`config.mk`:
```
export PLATFORM = sky130hd
export DESIGN_NAME = io_input_bank
export DESIGN_NICKNAME = d
export VERILOG_FILES = /design/src/rtl/io_input_bank.sv
export SDC_FILE = /design/constraint.sdc
export NUM_CORES = 1
export LEC_CHECK = 0
export ABC_AREA = 1
export CAP_MARGIN = 20
export CORE_AREA = 2 2 183 185
export CTS_CLUSTER_DIAMETER = 100
export DETAILED_ROUTE_END_ITERATION = 10
export DIE_AREA = 0 0 185 187
export SYNTH_ARGS = -nofsm -noshare
export SYNTH_HDL_FRONTEND = slang
export SYNTH_SLANG_ARGS = --single-unit
```
`constraint.sdc`:
```
create_clock -name io_clk -period 18.5 [get_ports io_clk]
set_input_delay 3.7 -clock io_clk [delete_from_list [all_inputs] [get_ports io_clk]]
set_output_delay 3.7 -clock io_clk [all_outputs]
set_load 0.02 [all_outputs]
```
`src/rtl/io_input_bank.sv`:
```
// rtl/io_input_bank.sv - memory-mapped input port bank: synchronise, commit, sticky change status, maskable irq
// Build option IO_INPUT_DEBOUNCE_EN adds a per-port stability window of DEBOUNCE_CYCLES before commit.
module io_input_bank #(
    parameter int NUM_PORTS       = 4,
    parameter int DATA_LEN        = 32,
    parameter int SYNC_STAGES     = 2,
    parameter int DEBOUNCE_CYCLES = 4
) (
    input  logic                          io_clk,
    input  logic                          rst,
    input  logic [7:0]                    addr,
    input  logic                          rd_en,
    input  logic                          wr_en,
    input  logic [DATA_LEN-1:0]           wr_data,
    input  logic [NUM_PORTS*DATA_LEN-1:0] in_ports,
    output logic [DATA_LEN-1:0]           io_read_data,
    output logic                          irq
);
    localparam logic [5:0] STATUS_IDX = 6'd14;
    localparam logic [5:0] MASK_IDX   = 6'd15;

    logic [5:0]                    word;
    logic [NUM_PORTS*DATA_LEN-1:0] data_flat;
    logic [NUM_PORTS-1:0]          commit;
    logic [NUM_PORTS-1:0]          chg_q, chg_d;
    logic [NUM_PORTS-1:0]          mask_q, mask_d;
    logic                          irq_q, irq_d;
    logic                          unused_bits;

    assign word        = addr[7:2];
    assign unused_bits = ^{addr[1:0], wr_data} ^ (DEBOUNCE_CYCLES < 1);

    for (genvar i = 0; i < NUM_PORTS; i++) begin : g_port
        logic [DATA_LEN-1:0] sync_q [SYNC_STAGES];
        logic [DATA_LEN-1:0] data_q;
        logic [DATA_LEN-1:0] sync_w;

        always_ff @(posedge io_clk or posedge rst) begin
            if (rst) begin
                for (int s = 0; s < SYNC_STAGES; s++) sync_q[s] <= '0;
            end else begin
                sync_q[0] <= in_ports[i*DATA_LEN +: DATA_LEN];
                for (int s = 1; s < SYNC_STAGES; s++) sync_q[s] <= sync_q[s-1];
            end
        end
        assign sync_w = sync_q[SYNC_STAGES-1];

`ifdef IO_INPUT_DEBOUNCE_EN
        localparam int CW = $clog2(DEBOUNCE_CYCLES + 1);
        logic [CW-1:0]       cnt_q, cnt_d;
        logic [DATA_LEN-1:0] prev_q;
        logic                commit_w;

        // The first cycle of a new value counts, so a stable value commits DEBOUNCE_CYCLES edges after it lands.
        always_comb begin
            cnt_d = '0;
            if (sync_w != data_q && sync_w == prev_q) cnt_d = cnt_q + 1'b1;
            commit_w = (sync_w != data_q) && (cnt_d == CW'(DEBOUNCE_CYCLES - 1));
        end

        always_ff @(posedge io_clk or posedge rst) begin
            if (rst) begin
                cnt_q  <= '0;
                prev_q <= '0;
                data_q <= '0;
            end else begin
                prev_q <= sync_w;
                if (commit_w) begin
                    data_q <= sync_w;
                    cnt_q  <= '0;
                end else begin
                    cnt_q  <= cnt_d;
                end
            end
        end
        assign commit[i] = commit_w;
`else
        always_ff @(posedge io_clk or posedge rst) begin
            if (rst) data_q <= '0;
            else     data_q <= sync_w;
        end
        assign commit[i] = (sync_w != data_q);
`endif
        assign data_flat[i*DATA_LEN +: DATA_LEN] = data_q;
    end

    // A commit in the same cycle as a status read survives the clear.
    always_comb begin
        chg_d  = ((rd_en && word == STATUS_IDX) ? '0 : chg_q) | commit;
        mask_d = (wr_en && word == MASK_IDX) ? wr_data[NUM_PORTS-1:0] : mask_q;
        irq_d  = |(chg_d & mask_d);
    end

    always_ff @(posedge io_clk or posedge rst) begin
        if (rst) begin
            chg_q  <= '0;
            mask_q <= '0;
            irq_q  <= 1'b0;
        end else begin
            chg_q  <= chg_d;
            mask_q <= mask_d;
            irq_q  <= irq_d;
        end
    end

    always_comb begin
        io_read_data = '0;
        for (int p = 0; p < NUM_PORTS; p++) begin
            if (word == 6'(p)) io_read_data = data_flat[p*DATA_LEN +: DATA_LEN];
        end
        if (word == STATUS_IDX) io_read_data[NUM_PORTS-1:0] = chg_q;
        if (word == MASK_IDX)   io_read_data[NUM_PORTS-1:0] = mask_q;
    end

    assign irq = irq_q;

endmodule

```
==> impl_metrics.json <==
{
  "status": "finished clean",
  "die_w_microns": 185,
  "cap_violations": 0,
  "seqPwrFrac_pct": 50.6,
  "whs_endpoint": "g_port[2].sync_w[11]$_DFF_PP0_",
  "crit_chain": "clkdlybuf4s50_1 -> nand2_1 -> nor2_2 -> buf_4 -> inv_1 -> o221ai_1 -> clkdlybuf4s50_1",
  "hpwl_mm": 18.8,
  "drive_above_1_share_pct": 6.57,
  "gp_congestion": 0.802,
  "synth_seq_cells": 393,
  "r2r_cells": 11,
  "num_rows": 67,
  "grt_pass1_vias": 7916,
  "crit_path_max_fanout": 23,
  "p_leak_nw": 7.68,
  "grt_setup_unrepaired": "no",
  "synth_warnings": 0,
  "cp_slowest_cell": "clkdlybuf4s50_1",
  "area_growth_pct": 28.7,
  "hp-class": "reg -> reg",
  "synth_top_area_share_pct": 76.3,
  "htree_levels": 2,
  "drc": 0,
  "fin_crit_ns": 10.08,
  "cts-root-buf": "clkbuf_16",
  "core_sq_mm": 0.0329,
  "io_pins": 205,
  "wl_per_cell_microns": 15.7,
  "synthCells": 1034,
  "yosysTopAreaCell": "dfrtp_1",
  "drtPass1Iterations": 5,
  "antenna_found_initial": 2,
  "gr-total-overflow": 0,
  "power_mw": 1.83,
  "r2r_slack_ns": 16.89,
  "setup_viol": 0,
  "cts_sinks": 393,
  "viasPerCell": 4.35,
  "critical_path_required_ns": 14.80,
  "synth_area_sq_mm": 0.0129,
  "drt_iter0_markers": 363,
  "cpMostUsedCell": "clkdlybuf4s50_1",
  "final_nets": 1422,
  "post_cts.repair.setup_buffers": 0,
  "whs_path_depth": 0,
  "yosys-top-cells-area": "dfrtp_1 76%, nand2_1 7.2%, xor2_1 3.7%",
  "cts_hold_buf": 0,
  "endpoint_kind": "output pin",
  "dieArea_sq_mm": 0.0346,
  "clk_pin_slew_worst_paths_ns": 0.06,
  "critPathArrivalTime_ns": 6.38,
  "grt_pass1_wl_mm": 42.4,
  "synth_cell_types": 26,
  "fmax_ghz": 0.0992,
  "grt_start_max_net_pins": 196,
  "ys_seq_area_share_pct": 76.3,
  "powerDensity_mw_per_mm2": 111,
  "tns_ns": 0,
  "initial_core_util_pct": 39.2,
  "start_kind": "primary input",
  "grt.total_usage_pct": 16.2,
  "syn_avg_cell_area_sq_um": 12.5,
  "comb_power_share_pct": 5.5,
  "rr_endpoint": "irq$_DFF_PP0_",
  "cts_made_buffers": 41,
  "setup_ws_ns": 8.42,
  "die_h_microns": 187,
  "clock_latency_ns": 0.53,
  "power.clock.fraction_pct": 43.8,
  "tightest_slew_ns": 1.11,
  "wl_mm": 27.2,
  "hold_start": "g_port[2].sync_q[43]$_DFF_PP0_",
  "cts_buffer_depth": 3,
  "r2r_start": "g_port[1].data_q[18]$_DFF_PP0_",
  "vias": 7524,
  "slew_violations": 0,
  "finalHoldViolations": 0,
  "place_ws_ns": 8.38,
  "max_slew_margin_pct": 25.8,
  "portBuffers": 174,
  "p_switching_uw": 404,
  "ant_nets": 0,
  "irDropWorstVdd_v": 0.0000629,
  "finalCritPeriodShare_pct": 54.5,
  "synthesis.nets": 1206,
  "path_class": "in -> out",
  "skew_ns": 0.0130,
  "cts_tree": "yes",
  "cts_resized": 0,
  "swShare_pct": 22.0,
  "slowest_delay_ns": 0.66,
  "p_int_mw": 1.43
}
-- sequential cells by signal, indices dropped and copies added (netlist names) --
| register | cells |
|---|---|
| chg_q | 4 |
| g_port.data_q | 128 |
| g_port.sync_q | 128 |
| g_port.sync_w | 128 |
| irq | 1 |
| mask_q | 4 |
-- layout by cell type, fill, tap and decap left out, types with 5 or more instances in the layout --
cell,n
dfrtp_1,393
o211ai_1,11
clkbuf_16,42
clkbuf_8,7
a22oi_1,22
clkdlybuf4s50_1,174
o21ai_0,18
nand2_1,248
o2111ai_1,6
xor2_1,55
clkinv_2,5
inv_1,116
nand4_1,5
buf_4,6
nor2_1,99
nand3_1,18
clkbuf_1,9
xnor2_1,12
-- critical path: cells and delay by family --
family                 cells  cell delay [ns]
buffers and inverters      4             1.90
AOI/OAI and AO/OA          1             0.31
and+or+nand+nor            2             0.45
-- kinds of logic after synthesis --
group / after synthesis / share of synthesized area, %
flip-flops: 393 / 76.3
AND/OR/NAND/NOR: 381 / 11.7
buffers and inverters: 127 / 3.89
XOR/XNOR: 67 / 4.56
AO/OA/AOI/OAI: 66 / 3.49
-- per-layer routing --
| metal | vias to the layer above | routed length (microns) | global-route usage, % |
|---|---|---|---|
| li1 | 3622 | - | - |
| met3 | 47 | 1490 | 3.52 |
| met2 | 195 | 13100 | 26.6 |
| met4 | 0 | 687 | 5.10 |
| met5 | - | 0 | 0 |
| met1 | 3660 | 11800 | 21.6 |
-- layout make-up --
cell class | instances | area (sq um)
Antenna cell | 2 | 5.00
Tap cell | 448 | 561
Clock inverter | 14 | 160
Timing Repair Buffer | 182 | 1830
Fill cell | 2881 | 16300
Clock buffer | 58 | 1180
Inverter | 118 | 450
Multi-Input combinational cell | 514 | 2550
Sequential cell | 393 | 9830
-- cells in the mapped netlist (all sizes together) --
cell,instances
nand2,251
o2111ai,6
nand4,5
o21ai,18
buf,8
nor2,104
o221ai,1
nand3,19
xor2,55
inv,118
a22oi,22
xnor2,12
o211ai,11
dfrtp,393
a21oi,4
clkbuf,1
o21a,4
nor3,2
-- power groups by stage --
| stage | registers, mW | clock network (mW) | logic [mW] |
|---|---|---|---|
| final | 0.929 | 0.804 | 0.102 |
| after global routing | 0.934 | 0.866 | 0.115 |
| after CTS | 0.930 | 0.829 | 0.104 |
| after detailed placement | 0.945 | 0 | 0.103 |
| after global placement | 0.943 | 0 | 0.103 |
| after floorplan | 0.939 | 0 | 0.0498 |
-- per-stage QoR --
| step | util, % | hold slack, ns | instance area, sq um | std cells |
|---|---|---|---|---|
| 2_1_floorplan | - | 0.331 | 12900 | 1034 |
| 3_3_place_gp | 46.3 | 0.332 | 15200 | 1654 |
| 3_5_place_dp | 46.3 | 0.335 | 15200 | 1654 |
| 4_1_cts | 50.3 | 0.344 | 16500 | 1726 |
| 5_1_grt | 50.4 | 0.343 | 16600 | 1727 |
| 6_report | 50.4 | 0.341 | 16600 | 1729 |
-- worst max path at each step --
stage,startpoint,to,slack [ns],cells past startpoint
5_1_grt,addr[3],io_read_data[5],8.26,7
2_1_floorplan,rst,chg_q[0]$_DFF_PP0_,3.87,1
3_3_place_gp,addr[3],io_read_data[5],8.36,7
4_1_cts,addr[3],io_read_data[5],8.36,7
3_5_place_dp,addr[3],io_read_data[5],8.38,7
6_report,addr[3],io_read_data[5],8.42,7
Power figures use the tool's default switching activity.
